### config.mk
export PLATFORM = sky130hd
export DESIGN_NAME = serial_deser
export DESIGN_NICKNAME = d
export VERILOG_FILES = /design/src/rtl/serial_pkg.sv /design/src/rtl/sipo_shifter.sv /design/src/rtl/serial_deser.sv
export SDC_FILE = /design/constraint.sdc
export NUM_CORES = 1
export LEC_CHECK = 0
export ABC_AREA = 0
export CAP_MARGIN = 40
export CORE_MARGIN = 2
export CORE_UTILIZATION = 47
export CTS_CLUSTER_SIZE = 10
export DETAILED_ROUTE_END_ITERATION = 12
export DONT_BUFFER_PORTS = 1
export MAX_ROUTING_LAYER = met4
export PLACE_DENSITY = 0.64
export SLEW_MARGIN = 20
export SYNTH_ARGS = -nofsm -noshare
export SYNTH_HDL_FRONTEND = slang
export SYNTH_HIERARCHICAL = 1
export SYNTH_SLANG_ARGS = --single-unit
### constraint.sdc
create_clock -name clk -period 3.78 [get_ports clk]
set_input_delay 0.378 -clock clk [delete_from_list [all_inputs] [get_ports clk]]
set_output_delay 0.378 -clock clk [all_outputs]
set_load 0.005 [all_outputs]
### src/rtl/serial_pkg.sv
// Shared constants for the serial receiver: word width, direction encoding and bit-count derivation.
// Build option: SERIAL_DESER_PARITY_EN appends one even-parity bit to every word.
package serial_pkg;

   localparam int DATA_W = 8;

   localparam logic DIR_LEFT  = 1'b0;
   localparam logic DIR_RIGHT = 1'b1;

`ifdef SERIAL_DESER_PARITY_EN
   localparam int PARITY_BITS = 1;
`else
   localparam int PARITY_BITS = 0;
`endif

   // Serial bits per word, including the trailing parity bit when enabled.
   function automatic int nbits(input int width);
      return width + PARITY_BITS;
   endfunction

   function automatic int cnt_width(input int width);
      return $clog2(nbits(width) + 1);
   endfunction

endpackage

### src/rtl/sipo_shifter.sv
// WIDTH-bit serial-in shift register with direction select, shift enable and synchronous clear.
// word_o optionally bypasses the incoming bit so a completing word is visible on its final edge.
module sipo_shifter
   import serial_pkg::*;
#(
   parameter int WIDTH = DATA_W
) (
   input  logic             clk,
   input  logic             resetn,
   input  logic             shift_en_i,
   input  logic             dir_i,
   input  logic             sin_i,
   input  logic             sclr_i,
   input  logic             bypass_i,
   output logic [WIDTH-1:0] word_o
);

   logic [WIDTH-1:0] shift_q;
   logic [WIDTH-1:0] shift_d;
   logic [WIDTH-1:0] shifted;

   always_comb begin
      if (dir_i == DIR_RIGHT) begin
         shifted = {sin_i, shift_q[WIDTH-1:1]};
      end else begin
         shifted = {shift_q[WIDTH-2:0], sin_i};
      end
   end

   always_comb begin
      shift_d = shift_q;
      if (sclr_i) begin
         shift_d = '0;
      end else if (shift_en_i) begin
         shift_d = shifted;
      end
   end

   always_ff @(posedge clk or negedge resetn) begin
      if (!resetn) begin
         shift_q <= '0;
      end else begin
         shift_q <= shift_d;
      end
   end

   assign word_o = bypass_i ? shifted : shift_q;

endmodule

### src/rtl/serial_deser.sv
// Serial-to-parallel receiver: bit counter, direction latch, valid/ack holding register, overrun and parity.
// Build option: SERIAL_DESER_PARITY_EN enables the trailing even-parity bit and parity_err.
module serial_deser
   import serial_pkg::*;
#(
   parameter int WIDTH = DATA_W
) (
   input  logic             clk,
   input  logic             resetn,
   input  logic             sin,
   input  logic             sin_valid,
   input  logic             rright,
   input  logic             sclr,
   input  logic             dout_ack,
   output logic [WIDTH-1:0] dataout,
   output logic             dout_valid,
   output logic             overrun,
   output logic             parity_err
);

   localparam int NBITS = nbits(WIDTH);
   localparam int CNT_W = cnt_width(WIDTH);
   localparam logic [CNT_W-1:0] CNT_LAST = CNT_W'(NBITS - 1);
   localparam logic [CNT_W-1:0] CNT_DATA = CNT_W'(WIDTH);

   logic [CNT_W-1:0] cnt_q, cnt_d;
   logic             dir_q, dir_d;
   logic [WIDTH-1:0] data_q, data_d;
   logic             dv_q, dv_d;
   logic             ovr_q, ovr_d;
   logic             perr_q, perr_d;

   logic             bit_take;
   logic             dir_eff;
   logic             shift_en;
   logic             word_done;
   logic [WIDTH-1:0] word;
   logic             word_par;

   assign bit_take  = sin_valid & ~sclr;
   // The first bit of a word follows the live rright; later bits use the latched value.
   assign dir_eff   = (cnt_q == '0) ? rright : dir_q;
   assign shift_en  = bit_take & (cnt_q < CNT_DATA);
   assign word_done = bit_take & (cnt_q == CNT_LAST);

   sipo_shifter #(
      .WIDTH (WIDTH)
   ) u_shifter (
      .clk        (clk),
      .resetn     (resetn),
      .shift_en_i (shift_en),
      .dir_i      (dir_eff),
      .sin_i      (sin),
      .sclr_i     (sclr),
      .bypass_i   (PARITY_BITS == 0),
      .word_o     (word)
   );

`ifdef SERIAL_DESER_PARITY_EN
   // Data is already complete when the parity bit arrives; even parity over data plus parity bit.
   assign word_par = (^word) ^ sin;
`else
   assign word_par = 1'b0;
`endif

   always_comb begin
      cnt_d = cnt_q;
      dir_d = dir_q;
      if ((cnt_q == '0) && sin_valid) begin
         dir_d = rright;
      end
      if (sclr) begin
         cnt_d = '0;
      end else if (sin_valid) begin
         cnt_d = word_done ? '0 : cnt_q + CNT_W'(1);
      end
   end

   always_comb begin
      data_d = data_q;
      dv_d   = dv_q;
      perr_d = perr_q;
      ovr_d  = 1'b0;
      if (word_done) begin
         if (!dv_q || dout_ack) begin
            data_d = word;
            dv_d   = 1'b1;
            perr_d = word_par;
         end else begin
            ovr_d = 1'b1;
         end
      end else if (dout_ack) begin
         dv_d = 1'b0;
      end
   end

   always_ff @(posedge clk or negedge resetn) begin
      if (!resetn) begin
         cnt_q  <= '0;
         dir_q  <= DIR_LEFT;
         data_q <= '0;
         dv_q   <= 1'b0;
         ovr_q  <= 1'b0;
         perr_q <= 1'b0;
      end else begin
         cnt_q  <= cnt_d;
         dir_q  <= dir_d;
         data_q <= data_d;
         dv_q   <= dv_d;
         ovr_q  <= ovr_d;
         perr_q <= perr_d;
      end
   end

   assign dataout    = data_q;
   assign dout_valid = dv_q;
   assign overrun    = ovr_q;
   assign parity_err = perr_q;

endmodule
==> results by group, run 1 <==
CTS
  • Clock buffer count from CTS: 3
  • # H-tree levels: 1
  • TritonCTS Sinks: 23
  • Clock-pin slew on the worst setup and hold paths: 0.13 ns
  • Post-CTS setup buffers: 0
  • CTS root buffer: clkbuf_4
  • CTS tree: done
  • Post-CTS Resized: 0
  • CTS max path bufs: 2
  • Worst-skew pair later-pin latency: 0.31 ns
  • Hold_buf cts: 1

Critical path
  • WS Path Type: register to register
  • Crit path buf inv count: 1
  • FF-to-FF Start: cnt_q[0]$_DFFE_PN0P_
  • CP max FO: 8
  • Crit path arrival time: 2.35 ns
  • Worst EP required: 3.98 ns
  • R2R depth: 7
  • Reg-to-reg critical path endpoint: dataout[5]$_DFFE_PN0P_
  • Slowest Stage Delay on Critical Path: 0.53 ns
  • Crit path max-delay family: multiplexers
  • Cell Chain, Critical Path: inv_1 -> ha_1 -> nor3b_1 -> mux2_1 -> mux2i_1 -> a21oi_1 -> mux2_4
  • CP Capture Type: register
  • Cell type of the slowest stage on the worst timing path: mux2_1
  • Type of origin of the critical path: register
  • Worst reg-to-reg setup slack: 1.64 ns

Floorplan
  • Die Y: 54.77 um
  • I/O Pins: 18
  • Die area: 2999 um^2
  • Core area: 2455 um^2
  • Row Count: 18
  • Starting Density: 49.34%
  • Die X: 54.77 um

Global route
  • Initial antenna violation count: 0
  • Largest net degree at the start of global routing: 24
  • Vias in the first global route: roughly 700
  • First-pass GRT wire length: around 3200 um
  • Total gr overflow: 0
  • Total track usage: 15.27%

Final layout
  • Fin area: 1209 um^2
  • Fill cells: between 200 and 250
  • Layout cells sized above 1: 14.29%
  • Synth-to-layout area growth: -0.2066%
  • Final nets: 115
  • Antenna Cells: 0

STA
  • Setup Viol. Count Final: 0
  • Final Cycle Share: 56.72%
  • Post-Route Setup TNS: 0 ns
  • Clock Skew: 0.007394 ns
  • Max Transition Viols Final: 0
  • Hold slack: 0.01075 ns
  • Peak Freq: 466.4 MHz
  • RSZ-0062 raised after global routing: false
  • Final Hold Fails: 0
  • Worst Max-Slew Pin Slew: 0.6534 ns
  • Slew margin rel.: 56.39%
  • Tmin final: roughly 2.1 ns

Placed design
  • GPL Wtd Cong: 0.7261
  • HPWL after DPL: 1396 um
  • Port Buffers: 0
  • Dpl cell area: 1176 um^2

Power
  • Power Total: 433.7 uW
  • Static leakage: approximately 0.56 nW
  • PD cells: 358.8 nW/um^2
  • Peak VDD IR: 0.2626 mV

Synthesis
  • Post-synthesis sequential area ratio: 47.52%
  • Yosys reg bits: 23
  • Synth cell count leaders: dfrtp_1, nor2_1, a21oi_1
  • Synth top area cells: dfrtp_1, mux2_4, mux2i_1, nor2_1, a211oi_1
  • Netlist cell types: 28
  • Post-synth EDFFs: 0
  • Asr flop ratio synth: 100.0%
  • Post-Synthesis Mean Instance Area: around 11 um^2
  • Post-synth net total: 117
  • Post-synth top area cell: dfrtp_1
  • Cell Area, Synth: between 1000 and 1500 um^2
  • Gate Count Post-Synth: 108
  • Count leader, synth: dfrtp_1
  • Ys Warns: 6
  • Top cell type's share of synthesized area: 47.52%
  • Synth Flop Type: dfrtp_1

Route
  • Drt drc: 0
  • Post-DRT Antenna Nets: 0
  • Starting DRT DRC Count: 22
  • Total routed wirelength: 1999 um
  • Vias per cell: 5.511
  • First drt pass iteration count: 4
  • Wire per inst: approximately 15 um
  • Total number of vias: 744

Run status
  • Status: completed

Flow run
  • Max-Cap Viols: 0

Hold path
  • Worst Hold Class: input port to asynchronous set/reset pin
==> worst register-to-register path, delay by kind of cell (launching register included) <==
family	cells	cell delay [ns]
mux	3	1.07
flops	1	0.43
simple gates	1	0.21
fa+ha+maj	1	0.15
compound gates	1	0.10
buf+inv	1	0.09
==> report_power, final <==
part	internal [mW]	leakage (nW)	switching, mW
Clock	0.0396	0.0177	0.0732
Sequential	0.255	0.313	0.00825
Combinational	0.0251	0.228	0.0324
==> cells in the final DEF (no fill, tap or decap), drive strengths merged <==
| cell type | netlist | layout |
|---|---|---|
| inv | 2 | 2 |
| and4 | 1 | 1 |
| buf | 6 | 1 |
| a21oi | 10 | 10 |
| nor3b | 2 | 2 |
| o211ai | 1 | 1 |
| nand2b | 2 | 2 |
| clkbuf | 2 | 3 |
| dfrtp | 23 | 23 |
| nand4 | 1 | 1 |
| nand3 | 1 | 1 |
| or3 | 1 | 1 |
| conb | 2 | 2 |
| clkinv | 0 | 1 |
| mux2 | 10 | 10 |
| nor4bb | 1 | 1 |
| nand2 | 4 | 4 |
| a211oi | 8 | 8 |
| mux2i | 9 | 9 |
| nor2 | 19 | 19 |
| ha | 2 | 2 |
| xor2 | 1 | 1 |
==> worst max path at each step <==
stage / slack (ns) / end / cells after the start / start
final: 1.64 / dataout[5]$_DFFE_PN0P_ / 7 / cnt_q[0]$_DFFE_PN0P_
after global routing: 1.48 / dataout[5]$_DFFE_PN0P_ / 7 / cnt_q[0]$_DFFE_PN0P_
after CTS: 1.64 / dataout[5]$_DFFE_PN0P_ / 7 / cnt_q[0]$_DFFE_PN0P_
after detailed placement: 1.69 / dataout[5]$_DFFE_PN0P_ / 7 / cnt_q[0]$_DFFE_PN0P_
after global placement: 1.68 / dataout[2]$_DFFE_PN0P_ / 7 / cnt_q[0]$_DFFE_PN0P_
after floorplan: 1.88 / dataout[7]$_DFFE_PN0P_ / 8 / cnt_q[0]$_DFFE_PN0P_
==> through the flow <==
step                      worst slack (ns)  utilization [%]  instances
final                                1.636            49.24        135
after floorplan                      1.882                -        108
after global routing                 1.484            49.24        135
after detailed placement             1.686            47.91        130
after global placement               1.678            47.91        130
after CTS                            1.642            49.44        135
==> logic make-up after synthesis <==
kind of cell / count (synthesis) / synth area share [%]
other: 2 / 0.6201
XOR/XNOR: 1 / 0.7233
AND/OR/NAND/NOR: 32 / 13.53
buffers and inverters: 10 / 6.611
adder cells (fa/ha/maj): 2 / 2.066
AO/OA/AOI/OAI: 19 / 9.711
flip-flops: 23 / 47.52
multiplexers: 19 / 19.22
==> metal layers <==
layer  vias up  track usage, %  part of all wire, %
met2        21           21.83                   46
met5         -               -                    0
met4         0           1.250                    0
met3         0           5.738                  5.7
met1       359           21.38                   49
li1        364               -                    -
==> state kept, by name (all words and copies together) (netlist names) <==
name,flops
cnt_q,4
dataout,8
dir_q,1
dout_valid,1
overrun,1
u_shifter/shift_q,8
==> final cells by class <==
type                            count  area, um^2  share of cell area, %
Clock buffer                        3       22.52                  1.863
Clock inverter                      1       5.005                 0.4141
Inverter                            2       7.507                 0.6211
Multi-Input combinational cell     75       555.5                  45.96
Sequential cell                    23       575.6                  47.62
Tap cell                           30       37.54                  3.106
Timing Repair Buffer                1       5.005                 0.4141
Note: power is estimated with default switching activity, not from simulation.
==> run 2, diff against run 1 <==
==> constraint.sdc (replaced) <==
create_clock -name clk -period 2.2 [get_ports clk]
set_input_delay 0.22 -clock clk [delete_from_list [all_inputs] [get_ports clk]]
set_output_delay 0.22 -clock clk [all_outputs]
set_load 0.005 [all_outputs]
==> results by group, run 2 (same netlist as run 1, synthesis figures left out) <==
Run status
  • Status: completed

Placed design
  • Dpl cell area: 1199 um^2
  • GPL Wtd Cong: between 0.7 and 0.8
  • Dpl cells: 133
  • Port Buffers: 0
  • HPWL after DPL: ~1600 um
  • Post-placement setup slack: roughly 0.020 ns

Global route
  • Vias in the first global route: 831
  • Initial antenna violation count: 0
  • Total track usage: 18.59%
  • Total gr overflow: 0
  • Largest net degree at the start of global routing: 24
  • First-pass GRT wire length: 3739 um

Power
  • PD cells: 606.9 nW/um^2
  • Power Total: 763.9 uW
  • Static leakage: 0.5877 nW
  • Peak VDD IR: around 0.52 mV

Critical path
  • WS Path Type: register to register
  • Setup crit end: dataout[5]$_DFFE_PN0P_
  • Reg-to-reg critical path endpoint: dataout[5]$_DFFE_PN0P_
  • FF-to-FF Start: cnt_q[0]$_DFFE_PN0P_
  • CP max FO: 8
  • Worst reg-to-reg setup slack: 0.21 ns
  • R2R depth: 7
  • CP startpoint: cnt_q[0]$_DFFE_PN0P_
  • Crit path arrival time: 2.21 ns
  • Worst EP required: 2.41 ns
  • Type of origin of the critical path: register
  • CP Capture Type: register

Floorplan
  • Die area: 2999 um^2
  • Row Count: 18
  • Die Y: 54.77 um
  • Core area: 2455 um^2
  • Die X: 54.77 um
  • Starting Density: 49.34%
  • I/O Pins: 18

CTS
  • Worst-skew pair later-pin latency: 0.31 ns
  • TritonCTS Sinks: 23
  • Clock-pin slew on the worst setup and hold paths: 0.12 ns
  • # H-tree levels: 1
  • CTS tree: done
  • Clock buffer count from CTS: 3
  • CTS max path bufs: 2
  • CTS root buffer: clkbuf_4

Route
  • Wire per inst: between 15 and 20 um
  • Starting DRT DRC Count: 15
  • Post-DRT Antenna Nets: 0
  • Drt drc: 0
  • First drt pass iteration count: 4
  • Total number of vias: 765
  • Vias per cell: 5.464
  • Total routed wirelength: 2257 um

Final layout
  • Core Util, Final: between 50% and 60%
  • Footprint of the multi-input gates: between 500 and 600 um^2
  • Layout cells sized above 1: ~17%
  • Fin area: about 1300 um^2
  • Final nets: 120
  • Most common cell after layout, fill and taps aside: dfrtp_1
  • Fill cells: ~220
  • Register Area: 575.6 um^2
  • Post-route insts no fill: 140
  • Antenna Cells: 0
  • Most frequent cells in the layout: dfrtp_1, nor2_1, a21oi_1
  • Synth-to-layout area growth: 3.926%

STA
  • Setup WS post-layout: 0.2073 ns
  • Max Transition Viols Final: 0
  • RSZ-0062 raised after global routing: false
  • Peak Freq: 501.8 MHz
  • Hold slack: around 0.032 ns
  • Final Hold Fails: 0
  • Final Cycle Share: about nine tenths
  • Tmin final: 1.993 ns
  • Worst Max-Slew Pin Slew: 0.5136 ns
  • Post-Route Setup TNS: 0 ns
  • Slew margin rel.: 65.76%
  • Clock Skew: 0.001618 ns
  • Setup Viol. Count Final: 0

Flow run
  • Max-Cap Viols: 0

Hold path
  • Worst Hold Class: input port to register
run 2: changes by cell type in the layout (fill, tap and decap cells not counted), sizes merged:
cell         change
clkinv           -1
buf              +3
dlygate4sd3      +2
clkbuf           +1
run 2: per-layer routing:
layer / global-route usage [%] / vias up / part of all wire, %
li1: - / 376 / -
met1: 22.97 / 373 / 47
met2: 28.97 / 14 / 48
met3: 6.284 / 2 / 4.4
met4: 5.000 / 0 / 0.93
met5: - / - / 0
run 2: area by class of cell:
cell class | instances | area share (%)
clock buffers | 4 | 2.087
inverters | 2 | 0.5964
flip-flops and latches | 23 | 45.73
well taps | 30 | 2.982
repair buffers | 6 | 3.777
multi-input cells | 75 | 44.83
run 2: worst max-delay path, cell delays in order (launching register included):
cell,delay [ns]
dfrtp_1,0.43
inv_1,0.09
ha_1,0.16
nor3b_2,0.19
mux2_4,0.39
mux2i_1,0.25
a21oi_1,0.11
mux2_4,0.26
run 2: worst min-delay path by stage:
| stage | start | end | slack, ns | cells past startpoint |
|---|---|---|---|---|
| after detailed placement | resetn | u_shifter/shift_q[2]$_DFFE_PN0P_ | -0.07 | 0 |
| final | rright | dir_q$_DFFE_PN0P_ | 0.03 | 1 |
| after floorplan | resetn | cnt_q[0]$_DFFE_PN0P_ | -0.08 | 0 |
| after global placement | resetn | u_shifter/shift_q[2]$_DFFE_PN0P_ | -0.07 | 0 |
| after global routing | rright | dir_q$_DFFE_PN0P_ | 0.01 | 1 |
| after CTS | rright | dir_q$_DFFE_PN0P_ | 0.02 | 1 |
run 2: what timing repair did:
| item | in CTS | in global routing |
|---|---|---|
| gates cloned | 0 | 0 |
| endpoints found under the hold margin | 35 | 23 |
| buffers inserted | 0 | 0 |
| gates resized for setup | 1 | 2 |
| hold buffers | 2 | 1 |
| pin swaps | 0 | 0 |
| setup endpoints to repair | 5 | 8 |
run 2: power breakdown:
part | total, mW | switching [mW] | internal (mW)
Sequential | 0.453 | 0.0145 | 0.438
Combinational | 0.113 | 0.0622 | 0.0504
Clock | 0.198 | 0.128 | 0.0709
Total | 0.764 | 0.204 | 0.560
==> run 3, diff against run 2 <==
--- a/config.mk
+++ b/config.mk
@@ -14,6 +14,7 @@
 export DONT_BUFFER_PORTS = 1
 export MAX_ROUTING_LAYER = met4
 export PLACE_DENSITY = 0.64
+export SETUP_SLACK_MARGIN = 0.2
 export SLEW_MARGIN = 20
 export SYNTH_ARGS = -nofsm -noshare
 export SYNTH_HDL_FRONTEND = slang
==> results by group, run 3 (same netlist as run 1, synthesis figures left out) <==
CTS
  • Clock buffer count from CTS: 3
  • Worst-skew pair later-pin latency: 0.31 ns
  • TritonCTS Sinks: 23
  • Clock-pin slew on the worst setup and hold paths: 0.12 ns
  • CTS root buffer: clkbuf_4
  • CTS max path bufs: 2
  • # H-tree levels: 1
  • CTS tree: done

Route
  • First drt pass iteration count: 4
  • Total number of vias: around 800
  • Wire per inst: 16.23 um
  • Starting DRT DRC Count: 7
  • Drt drc: 0
  • Post-DRT Antenna Nets: 0
  • Vias per cell: 5.490
  • Total routed wirelength: 2353 um

STA
  • Tmin final: 1.945 ns
  • Clock Skew: 0.003952 ns
  • Slew margin rel.: 64.94%
  • Worst Max-Slew Pin Slew: between 0.5 and 0.6 ns
  • Post-Route Setup TNS: 0 ns
  • Peak Freq: 514.2 MHz
  • Setup Viol. Count Final: 0
  • Final Hold Fails: 0
  • RSZ-0062 raised after global routing: true
  • Final Cycle Share: about nine tenths
  • Max Transition Viols Final: 0

Final layout
  • Synth-to-layout area growth: 15.91%
  • Antenna Cells: 0
  • Most frequent cells in the layout: dfrtp_1, nor2_1, mux2_4
  • Final nets: 125
  • Most common cell after layout, fill and taps aside: dfrtp_1
  • Layout cells sized above 1: 33.91%
  • Fill cells: 199
  • Post-route insts no fill: 145
  • Core Util, Final: 57.19%

Placed design
  • HPWL after DPL: 1551 um
  • Dpl cells: 133
  • Port Buffers: 0
  • GPL Wtd Cong: 0.7205

Critical path
  • Worst EP required: 2.42 ns
  • Worst reg-to-reg setup slack: 0.26 ns
  • Crit path arrival time: 2.16 ns
  • CP max FO: 8
  • R2R depth: 7
  • Reg-to-reg critical path endpoint: dataout[4]$_DFFE_PN0P_
  • WS Path Type: register to register
  • Type of origin of the critical path: register
  • FF-to-FF Start: cnt_q[0]$_DFFE_PN0P_
  • CP Capture Type: register

Power
  • PD cells: 585.4 nW/um^2
  • Power Total: 821.8 uW
  • Clock Power Share: between 20% and 30%
  • Reg power frac: 55.8%
  • Sw Share: 27.45%
  • Peak VDD IR: approximately 0.46 mV
  • Comb pwr share: 20.3%
  • Static leakage: 0.6022 nW
  • Net Switching: approximately 230 uW
  • Internal power: 596.2 uW

Hold path
  • WHS Path Cells: 1
  • Worst Hold Class: input port to register
  • Min-delay src: rright
  • Hold path endpoint: dir_q$_DFFE_PN0P_

Global route
  • Met2 usage: 28.77%
  • Total track usage: 18.60%
  • Met3 GRT Util: 6.284%
  • Top Usage Layer GRT: met2
  • Vias in the first global route: 830
  • Total gr overflow: 0
  • Initial antenna violation count: 0
  • First-pass GRT wire length: about 3700 um
  • Met1 GRT Util: 23.18%
  • Largest net degree at the start of global routing: 24

Run status
  • Status: completed

Floorplan
  • Die X: between 50 and 60 um
  • Die area: 2999 um^2
  • Starting Density: 49.34%
  • Core area: between 2000 and 2500 um^2
  • Row Count: 18
  • Die Y: 54.77 um
  • I/O Pins: 18

Flow run
  • Max-Cap Viols: 0
==> run 3: cell count changes in the layout (fill, tap and decap cells not counted), sizes merged <==
cell and change:
buf +5
==> run 3: power groups by stage <==
stage               combinational, mW  sequential (mW)  clock [mW]
global route                    0.183            0.461       0.221
floorplan                      0.0920            0.457           0
global placement               0.0897            0.461           0
CTS                             0.113            0.453       0.204
finish                          0.167            0.459       0.196
detailed placement             0.0925            0.461           0
==> run 3: how the worst max path moves through the flow <==
stage | start | endpoint | cells past startpoint
floorplan | cnt_q[0]$_DFFE_PN0P_ | dataout[7]$_DFFE_PN0P_ | 8
global placement | cnt_q[0]$_DFFE_PN0P_ | dataout[2]$_DFFE_PN0P_ | 7
detailed placement | cnt_q[0]$_DFFE_PN0P_ | dataout[3]$_DFFE_PN0P_ | 7
CTS | cnt_q[0]$_DFFE_PN0P_ | dataout[3]$_DFFE_PN0P_ | 7
global route | cnt_q[0]$_DFFE_PN0P_ | dataout[4]$_DFFE_PN0P_ | 7
finish | cnt_q[0]$_DFFE_PN0P_ | dataout[4]$_DFFE_PN0P_ | 7
==> run 3: metrics by stage <==
step           setup slack, ns  area, um^2  hold WS (ns)
6_report                0.2552        1404       0.03042
4_1_cts                 0.2062        1257       0.02192
5_1_grt                 0.1669        1404       0.01207
2_1_floorplan           0.3024        1211      -0.07559
3_3_place_gp           0.08955        1199      -0.07467
3_5_place_dp           0.02030        1199      -0.07498
==> run 3: layout make-up <==
class | count | area (um^2) | area share [%]
flip-flops and latches | 23 | 575.6 | 41.00
inverters | 2 | 7.507 | 0.5348
clock buffers | 4 | 26.28 | 1.872
repair buffers | 11 | 85.08 | 6.061
well taps | 30 | 37.54 | 2.674
multi-input cells | 75 | 671.9 | 47.86
==> run 3: what timing repair did <==
item | 4_1_cts | 5_1_grt
buffers inserted | 0 | 5
pin swaps | 0 | 4
hold buffers | 2 | 1
gates resized for setup | 4 | 21
setup endpoints to repair | 12 | 8
hold endpoints to repair | 35 | 23
==> run 3: per-layer routing <==
metal	vias up	part of all wire (%)
li1	387	-
met3	5	4.7
met1	387	46
met2	17	48
met4	0	1.4
met5	-	0
==> run 3: worst max-delay path, cell delays in order, from the launching register on <==
cell	delay, ns
dfrtp_1	0.44
inv_2	0.09
ha_4	0.12
nor3b_4	0.18
mux2_4	0.43
mux2i_2	0.25
a21oi_2	0.08
mux2_4	0.25
